`src/rtl/fetch_pkg.sv`:
```
// Shared types for the prefetching instruction fetch stage: queue entry layout,
// bus FSM states and fixed Wishbone classic-read attributes.
package fetch_pkg;

    typedef struct packed {
        logic [31:0] pc;
        logic [31:0] ins;
        logic        fault;
    } fetch_entry_t;

    typedef enum logic [1:0] {
        IDLE,
        REQ,
        DISCARD,
        HALT
    } fetch_state_t;

    localparam logic [2:0] WB_CTI_CLASSIC = 3'b000;
    localparam logic [3:0] WB_SEL_WORD    = 4'hF;

endpackage

```
`src/rtl/fetch_fifo.sv`:
```
// Synchronous prefetch queue with a registered head. Flush wins over push; a
// same-cycle pop is simply absorbed by the flush.
module fetch_fifo
    import fetch_pkg::*;
#(
    parameter  int DEPTH = 4,
    localparam int PTR_W = $clog2(DEPTH),
    localparam int LVL_W = PTR_W + 1
) (
    input  logic              clk,
    input  logic              rst,
    input  logic              push_i,
    input  fetch_entry_t      push_data_i,
    input  logic              pop_i,
    input  logic              flush_i,
    output fetch_entry_t      head_o,
    output logic [LVL_W-1:0]  level_o
);

    fetch_entry_t     mem [DEPTH];
    fetch_entry_t     head_q;
    logic [PTR_W-1:0] wr_q, wr_d, rd_q, rd_d;
    logic [LVL_W-1:0] level_q, level_d;
    logic             push_en, pop_en;

    assign pop_en  = pop_i && (level_q != '0);
    assign push_en = push_i && !flush_i;

    always_comb begin
        wr_d    = wr_q;
        rd_d    = rd_q;
        level_d = level_q;
        if (flush_i) begin
            wr_d    = '0;
            rd_d    = '0;
            level_d = '0;
        end else begin
            if (push_en) wr_d = wr_q + 1'b1;
            if (pop_en)  rd_d = rd_q + 1'b1;
            level_d = level_q + LVL_W'(push_en) - LVL_W'(pop_en);
        end
    end

    always_ff @(posedge clk) begin
        if (push_en) mem[wr_q] <= push_data_i;
    end

    // Head is preloaded from the next read slot; bypass when that slot is written now.
    always_ff @(posedge clk) begin
        if (!rst) begin
            wr_q    <= '0;
            rd_q    <= '0;
            level_q <= '0;
            head_q  <= '0;
        end else begin
            wr_q    <= wr_d;
            rd_q    <= rd_d;
            level_q <= level_d;
            if (flush_i || level_d == '0)
                head_q <= '0;
            else if (push_en && wr_q == rd_d)
                head_q <= push_data_i;
            else
                head_q <= mem[rd_d];
        end
    end

    assign head_o  = head_q;
    assign level_o = level_q;

endmodule

```
`src/rtl/fetch_prefetch_unit.sv`:
```
// Wishbone classic fetch master that keeps a small instruction queue ahead of
// decode, with jump flush, retry reissue and halt-on-bus-error.
module fetch_prefetch_unit
    import fetch_pkg::*;
#(
    parameter  int               XLEN         = 32,
    parameter  int               FIFO_DEPTH   = 4,
    parameter  logic [XLEN-1:0]  RESET_VECTOR = 32'h0000_0000,
    localparam int               LVL_W        = $clog2(FIFO_DEPTH) + 1
) (
    input  logic              clk,
    input  logic              rst,
    output logic              CYC,
    output logic              STB,
    output logic              WE,
    output logic [XLEN-1:0]   ADR,
    output logic [XLEN-1:0]   DAT_O,
    output logic [3:0]        SEL,
    output logic [2:0]        CTI_O,
    input  logic              ACK,
    input  logic              ERR,
    input  logic              RTY,
    input  logic [XLEN-1:0]   DAT_I,
    output logic [XLEN-1:0]   INS_O,
    output logic [XLEN-1:0]   PC_ADDR,
    output logic              ins_fault,
    output logic              ins_valid,
    input  logic              ins_ready,
    input  logic [XLEN-1:0]   PC_JMP,
    input  logic              jmp_s,
    output logic [LVL_W-1:0]  fifo_level
);

    localparam logic [LVL_W-1:0] FULL = LVL_W'(FIFO_DEPTH);

    fetch_state_t     state_q, state_d;
    logic [XLEN-1:0]  pc_q, pc_d, tgt_q, tgt_d, jmp_pc;
    logic             push, pop, flush, term;
    fetch_entry_t     push_data, head;
    logic [LVL_W-1:0] level, lvl_after;

    assign term      = ACK | ERR | RTY;
    assign jmp_pc    = PC_JMP & ~XLEN'(3);
    assign pop       = ins_valid && ins_ready;
    assign lvl_after = level + LVL_W'(1) - LVL_W'(pop);

    always_comb begin
        state_d         = state_q;
        pc_d            = pc_q;
        tgt_d           = tgt_q;
        push            = 1'b0;
        flush           = 1'b0;
        push_data.pc    = pc_q;
        push_data.ins   = DAT_I;
        push_data.fault = 1'b0;
        if (jmp_s) begin
            flush = 1'b1;
            case (state_q)
                // The outstanding cycle must still complete at the old address.
                REQ, DISCARD: begin
                    if (term) begin
                        state_d = IDLE;
                        pc_d    = jmp_pc;
                    end else begin
                        state_d = DISCARD;
                        tgt_d   = jmp_pc;
                    end
                end
                default: begin
                    state_d = IDLE;
                    pc_d    = jmp_pc;
                end
            endcase
        end else begin
            case (state_q)
                IDLE: if (level < FULL) state_d = REQ;
                REQ: begin
                    if (ERR) begin
                        push            = 1'b1;
                        push_data.ins   = '0;
                        push_data.fault = 1'b1;
                        state_d         = HALT;
                    end else if (RTY) begin
                        state_d = IDLE;
                    end else if (ACK) begin
                        push    = 1'b1;
                        pc_d    = pc_q + XLEN'(4);
                        state_d = (lvl_after < FULL) ? REQ : IDLE;
                    end
                end
                DISCARD: begin
                    if (term) begin
                        state_d = IDLE;
                        pc_d    = tgt_q;
                    end
                end
                default: state_d = state_q;
            endcase
        end
    end

    always_ff @(posedge clk) begin
        if (!rst) begin
            state_q <= IDLE;
            pc_q    <= RESET_VECTOR;
            tgt_q   <= RESET_VECTOR;
        end else begin
            state_q <= state_d;
            pc_q    <= pc_d;
            tgt_q   <= tgt_d;
        end
    end

    fetch_fifo #(.DEPTH(FIFO_DEPTH)) u_fifo (
        .clk         (clk),
        .rst         (rst),
        .push_i      (push),
        .push_data_i (push_data),
        .pop_i       (pop),
        .flush_i     (flush),
        .head_o      (head),
        .level_o     (level)
    );

    assign CYC        = (state_q == REQ) || (state_q == DISCARD);
    assign STB        = CYC;
    assign WE         = 1'b0;
    assign ADR        = pc_q;
    assign DAT_O      = '0;
    assign SEL        = WB_SEL_WORD;
    assign CTI_O      = WB_CTI_CLASSIC;
    assign INS_O      = head.ins;
    assign PC_ADDR    = head.pc;
    assign ins_fault  = head.fault;
    assign ins_valid  = (level != '0);
    assign fifo_level = level;

endmodule

```
`config.mk`:
```
export PLATFORM = sky130hd
export DESIGN_NAME = fetch_prefetch_unit
export DESIGN_NICKNAME = d
export VERILOG_FILES = /design/src/rtl/fetch_pkg.sv /design/src/rtl/fetch_fifo.sv /design/src/rtl/fetch_prefetch_unit.sv
export SDC_FILE = /design/constraint.sdc
export NUM_CORES = 1
export LEC_CHECK = 0
export ABC_AREA = 1
export BUFFER_PORTS_ARGS = -buffer_cell sky130_fd_sc_hd__buf_4
export CORE_UTILIZATION = 48
export DETAILED_ROUTE_END_ITERATION = 10
export PLACE_DENSITY = 0.7
export SYNTH_ARGS = -nofsm -noshare
export SYNTH_HDL_FRONTEND = slang
export SYNTH_SLANG_ARGS = --single-unit
export TNS_END_PERCENT = 1
```
`constraint.sdc`:
```
create_clock -name clk -period 4.74 [get_ports clk]
set_input_delay 0.948 -clock clk [delete_from_list [all_inputs] [get_ports clk]]
set_output_delay 0.948 -clock clk [all_outputs]
set_load 0.01 [all_outputs]
```
==> impl_results.md <==
- Outcome: completed
- Vias in the first global route: 13324
- Distinct cell type count after synthesis: 37
- Post-place setup slack: 772 ps
- Largest net degree at the start of global routing: 191
- Share of cells above drive strength 1: 12.2%
- Util after Layout: 56.1%
- Worst path required time: 5200 ps
- CP arrival: 3900 ps
- Startpoint types: primary input
- WHS Path Cells: 2
- TritonCTS buffer count: 41
- First-pass GRT wire length: 70.5 mm
- Max Clk Rate: 291 MHz
- DR DRC count: 0
- Clk buf depth: 3
- Cts hold-fix bufs: 0
- Gate Count Post-Synth: 2155
- CP Max Fanout: 63
- Resized cells post-CTS: 0
- CTS root buf: clkbuf_16
- Worst vdd ir: 0.256 mV
- Clock transition at the registers of the reported paths: 60 ps
- GP Congestion: 0.843
- Tightest Hold Check Type: reg -> reg
- Via count: 14148
- Fin. max-slew vios: 0
- Diode count: 0
- Initial DRC count: 1128
- Die width: 196 microns
- Ys Warns: 0
- Sinks on the clock net: 384
- Io pins: 214
- Total track usage: 23.3%
- Headroom to the max-slew limit: 21.8%
- Final setup margin: 1300 ps
- Setup Skew: 25.5 ps
- Post-route ant nets: 0
- Static Leak: 9.10 nW
- Seq cells post-synth: 384
- FF-to-FF setup slack: 1380 ps
- Post-DP HPWL: 26.0 mm
- Crit. Startpoint: ACK
- Setup CP Type: in -> reg
- Die footprint: 38300 sq um
- Commonest non-fill, non-tap cell in the layout: nand2_1
- Min Tclk post-route: 3440 ps
- Core Box Area: 36800 sq um
- Die Height: 196 microns
- PwrDens: 414 nW/um^2
- Most frequent cells in the layout: nand2_1, nor2_1, inv_1
- Worst r2r src: state_q[1]
- Setup Viol. Count Final: 0
- Drt wl/cell: 16.4 microns
- Setup TNS: 0 ps
- Num rows: 70
- Register area share after synthesis: 56.7%
- Post-CTS Setup Bufs: 0
- NumNets Final: 2327
- Initial Utilization: 48.9%
- TritonCTS clock tree: built
- Cell depth of the worst flop-to-flop path: 13
- Vias per inst: 5.15
- H-tree levels: 2
- Total wire length: 45.0 mm
- Hold path startpoint: tgt_q[9]
- Period utilization: 72.5%
- Worst-Skew Late Latency: 550 ps
- Drt pass-1 iters: 5
- Area growth syn-to-layout: 14.7%
- Critical Path End Type: flip-flop
- Tightest Pin Transition: 1170 ps
- Mapped cell area: 18000 sq um
- Max-cap violations: 0
- Hold slack final: 450 ps
- GRT overflow: 0
- IO Port Bufs: 167
- Final Hold Viols: 0
- Mean Syn Cell Area: 8.35 sq um
- Antenna violations before repair: 0
- RSZ-0062 raised after global routing: false
==> cells in the mapped netlist (all sizes together) <==
cell type,instances,area [sq um]
a22oi,1,7.51
xor2,6,52.6
o31ai,1,7.51
o21ai,120,601
a211oi,2,15.0
or2,1,6.26
inv,300,1130
nand4,65,413
clkbuf,55,206
nand3,100,518
fa,1,20.0
conb,2,7.51
a31oi,1,6.26
nand3b,2,15.0
nand2,553,2080
o211ai,2,15.0
mux2i,1,10.0
ha,10,125
dfxtp,132,2640
buf,130,877
nor2,354,1360
a21oi,61,309
edfxtp,252,7570
nor3,3,15.0
==> registers in the layout, indices dropped and copies added, names as in the netlist <==
signal          count
ADR                30
state_q             2
tgt_q              30
u_fifo.head_o      63
u_fifo.level_o      3
u_fifo.mem        252
u_fifo.rd_q         2
u_fifo.wr_q         2
==> final timing paths <==
kind | to
worst max-delay path | u_fifo.head_o[44]
worst max register to register | u_fifo.head_o[44]
worst min register to register | tgt_q[9]
worst min-delay path | tgt_q[9]
==> routing by layer <==
metal	up-vias	part of all wire, %	track usage, %
li1	6875	-	-
met1	6661	44	32.6
met2	545	47	37.8
met3	67	7.5	3.49
met4	0	1.9	6.51
met5	-	0	0
==> cell type report <==
cell class                 count  area, sq um
fill                        3190        16100
clock inverter                23          275
inverter                     300         1130
multi-input combinational   1328         5800
timing repair buffer         190         1500
tap                          468          586
sequential                   384        10200
clock buffer                  53         1150
==> kinds of logic (layout without fill, tap and decap cells) <==
group,after synthesis,in the layout,synth area share (%)
mux,1,1,0.0556
flops,384,384,56.7
buf+inv,485,566,12.3
fa+ha+maj,11,11,0.806
xor+xnor,6,6,0.292
other cells,2,44,0.0417
compound gates,188,188,5.34
simple gates,1078,1078,24.5
==> per-stage QoR <==
step	std cells	cell area (sq um)	total power, W
2_1_floorplan	2197	18200	0.00482
3_3_place_gp	2670	19200	0.00521
3_5_place_dp	2670	19200	0.00524
4_1_cts	2746	20700	0.00859
5_1_grt	2746	20700	0.00888
6_report	2746	20700	0.00854
==> worst max-delay path, cell delays in order <==
cell and delay, ps:
buf_4 110, inv_1 40, nor2_1 40, o21ai_1 850
inv_2 150, ha_1 260, fa_1 490, o21ai_0 160
a21oi_4 220, buf_12 340, nand2_1 100, nor2_1 130
==> report_power, final <==
part           internal [W]  switching [W]  total, W
Clock               0.00205        0.00131   0.00337
Sequential          0.00377       0.000191   0.00396
Combinational      0.000424       0.000788   0.00121
No activity file was read; power rests on OpenSTA's default activity.
